[src/rtl/serial_add_unit.sv]
`default_nettype none
// ============================================================================
// Module      : serial_add_unit
// Description : Bit-serial adder. Operands are shifted LSB first through an
//               external 1-bit full adder, one bit per clock, and the result
//               is assembled in a right-shifting register.
// Revision    : 1.0 - initial release
// ============================================================================
module serial_add_unit #(
  parameter int WIDTH = 16
) (
  input  logic             clk,
  input  logic             reset,
  input  logic             start,
  input  logic [WIDTH-1:0] a,
  input  logic [WIDTH-1:0] b,
  input  logic             cin,
  output logic             fa_a,
  output logic             fa_b,
  output logic             fa_c,
  input  logic             fa_sum,
  input  logic             fa_carry,
  output logic             busy,
  output logic             done,
  output logic [WIDTH-1:0] sum,
  output logic             cout
);

  localparam int               c_CNT_W = $clog2(WIDTH + 1);
  localparam logic [c_CNT_W-1:0] c_LAST  = c_CNT_W'(WIDTH - 1);
  localparam logic [c_CNT_W-1:0] c_ONE   = c_CNT_W'(1);

  localparam logic [1:0] c_IDLE = 2'd0;
  localparam logic [1:0] c_RUN  = 2'd1;
  localparam logic [1:0] c_DONE = 2'd2;

  logic [1:0]         r_state;
  logic [1:0]         w_state_next;
  logic [WIDTH-1:0]   r_a;
  logic [WIDTH-1:0]   r_b;
  logic               r_c;
  logic [c_CNT_W-1:0] r_cnt;
  // Only WIDTH-1 result bits are ever stored: the final bit arrives on the
  // last RUN edge and goes straight into sum together with the stored bits.
  logic [WIDTH-2:0]   r_res;
  logic [WIDTH-1:0]   r_sum;
  logic               r_cout;
  logic [WIDTH-1:0]   w_res_next;
  logic               w_last;

  assign w_res_next = {fa_sum, r_res};
  assign w_last     = (r_cnt == c_LAST);
  assign sum        = r_sum;
  assign cout       = r_cout;

  // State register
  always_ff @(posedge clk) begin
    if (reset) r_state <= c_IDLE;
    else       r_state <= w_state_next;
  end

  // Next-state logic: start only matters in IDLE, DONE always falls back
  always_comb begin
    w_state_next = r_state;
    case (r_state)
      c_IDLE:  if (start) w_state_next = c_RUN;
      c_RUN:   if (w_last) w_state_next = c_DONE;
      c_DONE:  w_state_next = c_IDLE;
      default: w_state_next = c_IDLE;
    endcase
  end

  // Output decode: status flags and full-adder drive (zero outside RUN)
  always_comb begin
    busy = 1'b0;
    done = 1'b0;
    fa_a = 1'b0;
    fa_b = 1'b0;
    fa_c = 1'b0;
    case (r_state)
      c_RUN: begin
        busy = 1'b1;
        fa_a = r_a[0];
        fa_b = r_b[0];
        fa_c = r_c;
      end
      c_DONE:  done = 1'b1;
      default: ;
    endcase
  end

  // Datapath: capture operands on accept, shift one bit per RUN edge,
  // publish sum/cout only on the final RUN edge
  always_ff @(posedge clk) begin
    if (reset) begin
      r_a    <= '0;
      r_b    <= '0;
      r_c    <= 1'b0;
      r_cnt  <= '0;
      r_res  <= '0;
      r_sum  <= '0;
      r_cout <= 1'b0;
    end else begin
      case (r_state)
        c_IDLE: begin
          if (start) begin
            r_a   <= a;
            r_b   <= b;
            r_c   <= cin;
            r_cnt <= '0;
            r_res <= '0;
          end
        end
        c_RUN: begin
          r_a   <= r_a >> 1;
          r_b   <= r_b >> 1;
          r_c   <= fa_carry;
          r_res <= w_res_next[WIDTH-1:1];
          r_cnt <= r_cnt + c_ONE;
          if (w_last) begin
            r_sum  <= w_res_next;
            r_cout <= fa_carry;
          end
        end
        default: ;
      endcase
    end
  end

endmodule
`default_nettype wire

[config.mk]
export PLATFORM = sky130hd
export DESIGN_NAME = serial_add_unit
export DESIGN_NICKNAME = d
export VERILOG_FILES = /design/src/rtl/serial_add_unit.sv
export SDC_FILE = /design/constraint.sdc
export NUM_CORES = 1
export LEC_CHECK = 0
export CAP_MARGIN = 30
export CORE_ASPECT_RATIO = 0.5
export CORE_MARGIN = 4
export CORE_UTILIZATION = 45
export CTS_CLUSTER_SIZE = 12
export DETAILED_ROUTE_END_ITERATION = 8
export PLACE_DENSITY = 0.81
export SLEW_MARGIN = 20
export SYNTH_ARGS = -nofsm -noshare
export SYNTH_HDL_FRONTEND = slang
export SYNTH_SLANG_ARGS = --single-unit
[constraint.sdc]
create_clock -name clk -period 3.1 [get_ports clk]
set_clock_uncertainty 0.05 [all_clocks]
set_input_delay 0.93 -clock clk [delete_from_list [all_inputs] [get_ports clk]]
set_output_delay 0.93 -clock clk [all_outputs]
set_load 0.03 [all_outputs]
* Word-level counts from Yosys, hierarchy flattened *
Cells that the tools add are included.

storage, ports and cells
  input bits = 38
  register bits after elaboration = 72

operators by class
  reduce and logical (&&, ||, !) cells = 5
  mux-type cells = 18
  eq/ne operators = 5
  add/subtract/negate cells = 1

operator list
  kind                                           number
  case mux 16 bit (2 select lines)               2
  2-to-1 mux 16 bit                              2
  case mux 15 bit (2 select lines)               1
  2-to-1 mux 15 bit                              1
  case mux 5 bit (2 select lines)                1
  2-to-1 mux 1 bit                               6
  AND reduction 2 bit                            3
  adder 5 x 1 -> 5 bit, second input constant    1
  == test 5 x 4 -> 1 bit, second input constant  1
  2-to-1 mux 5 bit                               1
  2-to-1 mux 2 bit                               2
  inequality test 2 bit, second input constant   2
  case mux 2 bit (2 select lines)                1
  == test 2 x 1 -> 1 bit, second input constant  1
  == test 2 bit, second input constant           1
  zero test 2 bit                                1
  case mux 1 bit (2 select lines)                1
  nonzero test 2 bit                             1

* Depth between registers and ports, before layout *
  depth after elaboration = 3
  gate-level depth with buffers = 7
  depth with buffers taken out = 6

* Least setup slack after synthesis *
Ideal clock, no wire load.

  kind = register -> output
  from = reg r_state[1]
  to = out fa_a
  stages on the path, launching flop included = 5
  buffers on the path = 1
  data arrival time = 1,239 ps
  path slack = 881 ps
  cell sequence = dfxtp_1 -> nand2b_2 -> inv_2 -> buf_2 -> and2_1

on the way
  longest elaborated chain between the ends = 2

RTL lines
  element                 line  source
  from (decl)             37    logic [1:0] r_state;
  from (signal assigned)  58    if (reset) r_state <= c_IDLE;
  from (signal assigned)  59    else r_state <= w_state_next;
  == test 2 x 1 -> 1 bit  80    case (r_state)
  2-to-1 mux 1 bit        80
  to (decl)               18    output logic fa_a,

No other way between the ends.

* Worst setup path in the final report *
  from = reg r_state[0]
  to = out fa_c

on the way
  longest elaborated chain between the ends = 2

RTL lines
  element                 line  source
  == test 2 x 1 -> 1 bit  80
  2-to-1 mux 1 bit        80
  to (decl)               20    output logic fa_c,

No other way between the ends.

==> impl_metrics.tcl <==
set metrics [dict create \
    cts_tree "built" \
    rsz0062_at_grt "false" \
    n_antenna_cell 0 \
    end_kind "output port" \
    dp.cells 437 \
    irDropWorstVdd_mv 0.277 \
    grt_use_total_pct 18.3 \
    std_cell_rows 20 \
    portBuffers 59 \
    start_util_pct 48.5 \
    design.die.area_sq_um 8280 \
    critPathArrivalTime_ns 1.67 \
    cts_setup_buffers 0 \
    cellInternalPower_uw 1820 \
    core_sq_um 6330 \
    period_minus_slack_ns 2.65 \
    drive_gt1_share_pct 17.2 \
    worst_pin_slew_ns 0.732 \
    required_ns 2.12 \
    seqPwrFrac_pct 42.0 \
    reg2reg_depth 6 \
    synth_cell_types 35 \
    fin_hold_ws_ns 0.430 \
    grt_max_degree 33 \
    synthArstFlopShare_pct 0 \
    area_delta_synth_final_pct 29.8 \
    grt_pass1_vias 2576 \
    yosysSeqAreaShare_pct 47.0 \
    final_antenna_net_count 0 \
    power_frac_comb_pct 11.6 \
    crit_path_start_kind "flip-flop" \
    dr_total_vias 2498 \
    tns_ns 0 \
    timing.final.ws_setup_ns 0.452 \
    syn_area_per_cell_sq_um 9.83 \
    synth-seq-cells 72 \
    nets 401 \
    clock_power_share_pct 46.3 \
    overflow 0 \
    p_sw_share_pct 23.3 \
    hold_path_end "sum[4]" \
    synth_ff_type "dfxtp_1" \
    dp_slack_ns 0.771 \
    layoutNonFillerInstCount 454 \
    post_cts_resized 0 \
    grt_pass1_wl_um 12200 \
    r2r_slack_ns 1.22 \
    slew_violations 0 \
    fp.dieH_um 66.4 \
    cts-root-buf "clkbuf_16" \
    finalHoldViolCount 0 \
    synth.top_cell.area_share_pct 47.0 \
    timing.rr.start "r_cnt[0]" \
    synth_edf_count 0 \
    syn_inst 312 \
    setup_viol 0 \
    via_per_inst 5.50 \
    synth_nets 352 \
    insertion_delay_ns 0.33 \
    synth_area_sq_um 3070 \
    cts-htree-levels 3 \
    min_period_over_period_pct 85.4 \
    num_io_pins 60 \
    holdPathStages 1 \
    p_sw_uw 554 \
    critPathMaxFanout 24 \
    drtIter0Drc 112 \
    antenna_found_initial 0 \
    cts-hold-fix-buffers 0 \
    cap_violations 0 \
    clock_sinks 72 \
    gp_congestion 0.805 \
    ys_warn_count 0 \
    status "finished, final reports clean" \
    hold_class "flip-flop to flip-flop" \
    yosys-top-cells-area "dfxtp_1, a211oi_2, nor2_1" \
    fp.dieW_um 125 \
    cts.path.max_buffers 2 \
    yosysTopAreaCell "dfxtp_1" \
    drc_errors 0 \
    hp-start "sum[4]" \
    r2r_end "sum[5]" \
    drtPass1Iterations 4 \
    wl_per_cell_um 15.8 \
    hpwl_um 4640 \
    leakage_uw 0.00147 \
    path_clk_slew_ns 0.06 \
    max-slew-margin-rel_pct 51.2 \
    power.density_nw_per_um2 597 \
    fmax_mhz 378 \
    crit_type "flip-flop to output port" \
    cts_buffers 9 \
    wl_um 7190 \
]
kinds of logic (layout without fill, tap and decap cells):
logic type,count (synthesis),in the layout,share of synthesized area [%]
buffers and inverters,34,88,5.99
and+or+nand+nor,98,98,13.4
DFF,72,72,47.0
adders and majority gates,2,2,0.816
AOI/OAI and AO/OA,106,106,32.8
worst max-delay path, cell delays in order, from the launching register on:
cell      delay (ns)
dfxtp_1         0.48
nand2b_2        0.14
inv_2           0.37
and2_1          0.20
buf_4           0.16
synthesized netlist by cell type (2+ instances only):
master     instances
nor2_1            81
dfxtp_1           72
a211oi_2          30
o2bb2ai_1         29
a22oi_1           18
buf_2             18
a22o_1            16
clkbuf_1           6
buf_6              4
and2_1             3
inv_1              3
nand3_1            3
a211oi_1           2
a21oi_1            2
ha_1               2
nand2_1            2
nor3b_1            2
o22ai_1            2
how the worst max path moves through the flow:
stage / from / endpoint
floorplan: r_state[1] / fa_a
global placement: start / r_b[3]
detailed placement: start / r_a[8]
CTS: r_state[0] / fa_c
global route: r_state[0] / fa_c
finish: r_state[0] / fa_c
through the flow:
| stage | instance area (sq um) | utilization (%) | total power, uW |
|---|---|---|---|
| 6_report | 3980 | 62.9 | 2380 |
| 5_1_grt | 3980 | 62.9 | 2470 |
| 4_1_cts | 3970 | 62.7 | 2390 |
| 3_5_place_dp | 3640 | 57.6 | 1290 |
| 3_3_place_gp | 3640 | 57.6 | 1280 |
| 2_1_floorplan | 3070 | - | 1210 |
power by group through the flow:
stage	clock network [uW]	logic, uW	registers (uW)
after CTS	1110	276	999
after global routing	1160	304	1000
after global placement	0	262	1020
final	1100	277	1000
after floorplan	0	198	1010
after detailed placement	0	273	1020
layer usage:
metal	track usage (%)	wire, um	up-vias
met2	32.2	3560	49
met5	0	0	-
met1	21.5	3270	1209
li1	-	-	1235
met4	4.37	51	0
met3	6.53	305	5
sequential cells by signal (all words and copies together) (netlist names):
| name | count |
|---|---|
| r_b | 16 |
| r_c | 1 |
| r_state | 2 |
| r_cnt | 5 |
| r_res | 15 |
| cout | 1 |
| r_a | 16 |
| sum | 16 |
cell type report:
| class | count | area, sq um |
|---|---|---|
| Fill cell | 503 | 2350 |
| Multi-Input combinational cell | 206 | 1440 |
| Sequential cell | 72 | 1440 |
| Timing Repair Buffer | 68 | 651 |
| Clock buffer | 11 | 243 |
| Tap cell | 88 | 110 |
| Clock inverter | 5 | 80.1 |
| Inverter | 4 | 15.0 |
cells in the final DEF, fill, tap and decap left out, types with 2 or more instances in the layout:
cell type        count
nor2_1              81
dfxtp_1             72
clkdlybuf4s50_1     54
a211oi_2            30
o2bb2ai_1           29
a22oi_1             18
a22o_1              16
buf_4               12
clkbuf_16            9
inv_1                3
and2_1               3
nand3_1              3
nor3b_1              2
nand2_1              2
a21oi_1              2
o22ai_1              2
a211oi_1             2
ha_1                 2
bufinv_16            2
clkinvlp_4           2
(Power assumes the default switching activity.)
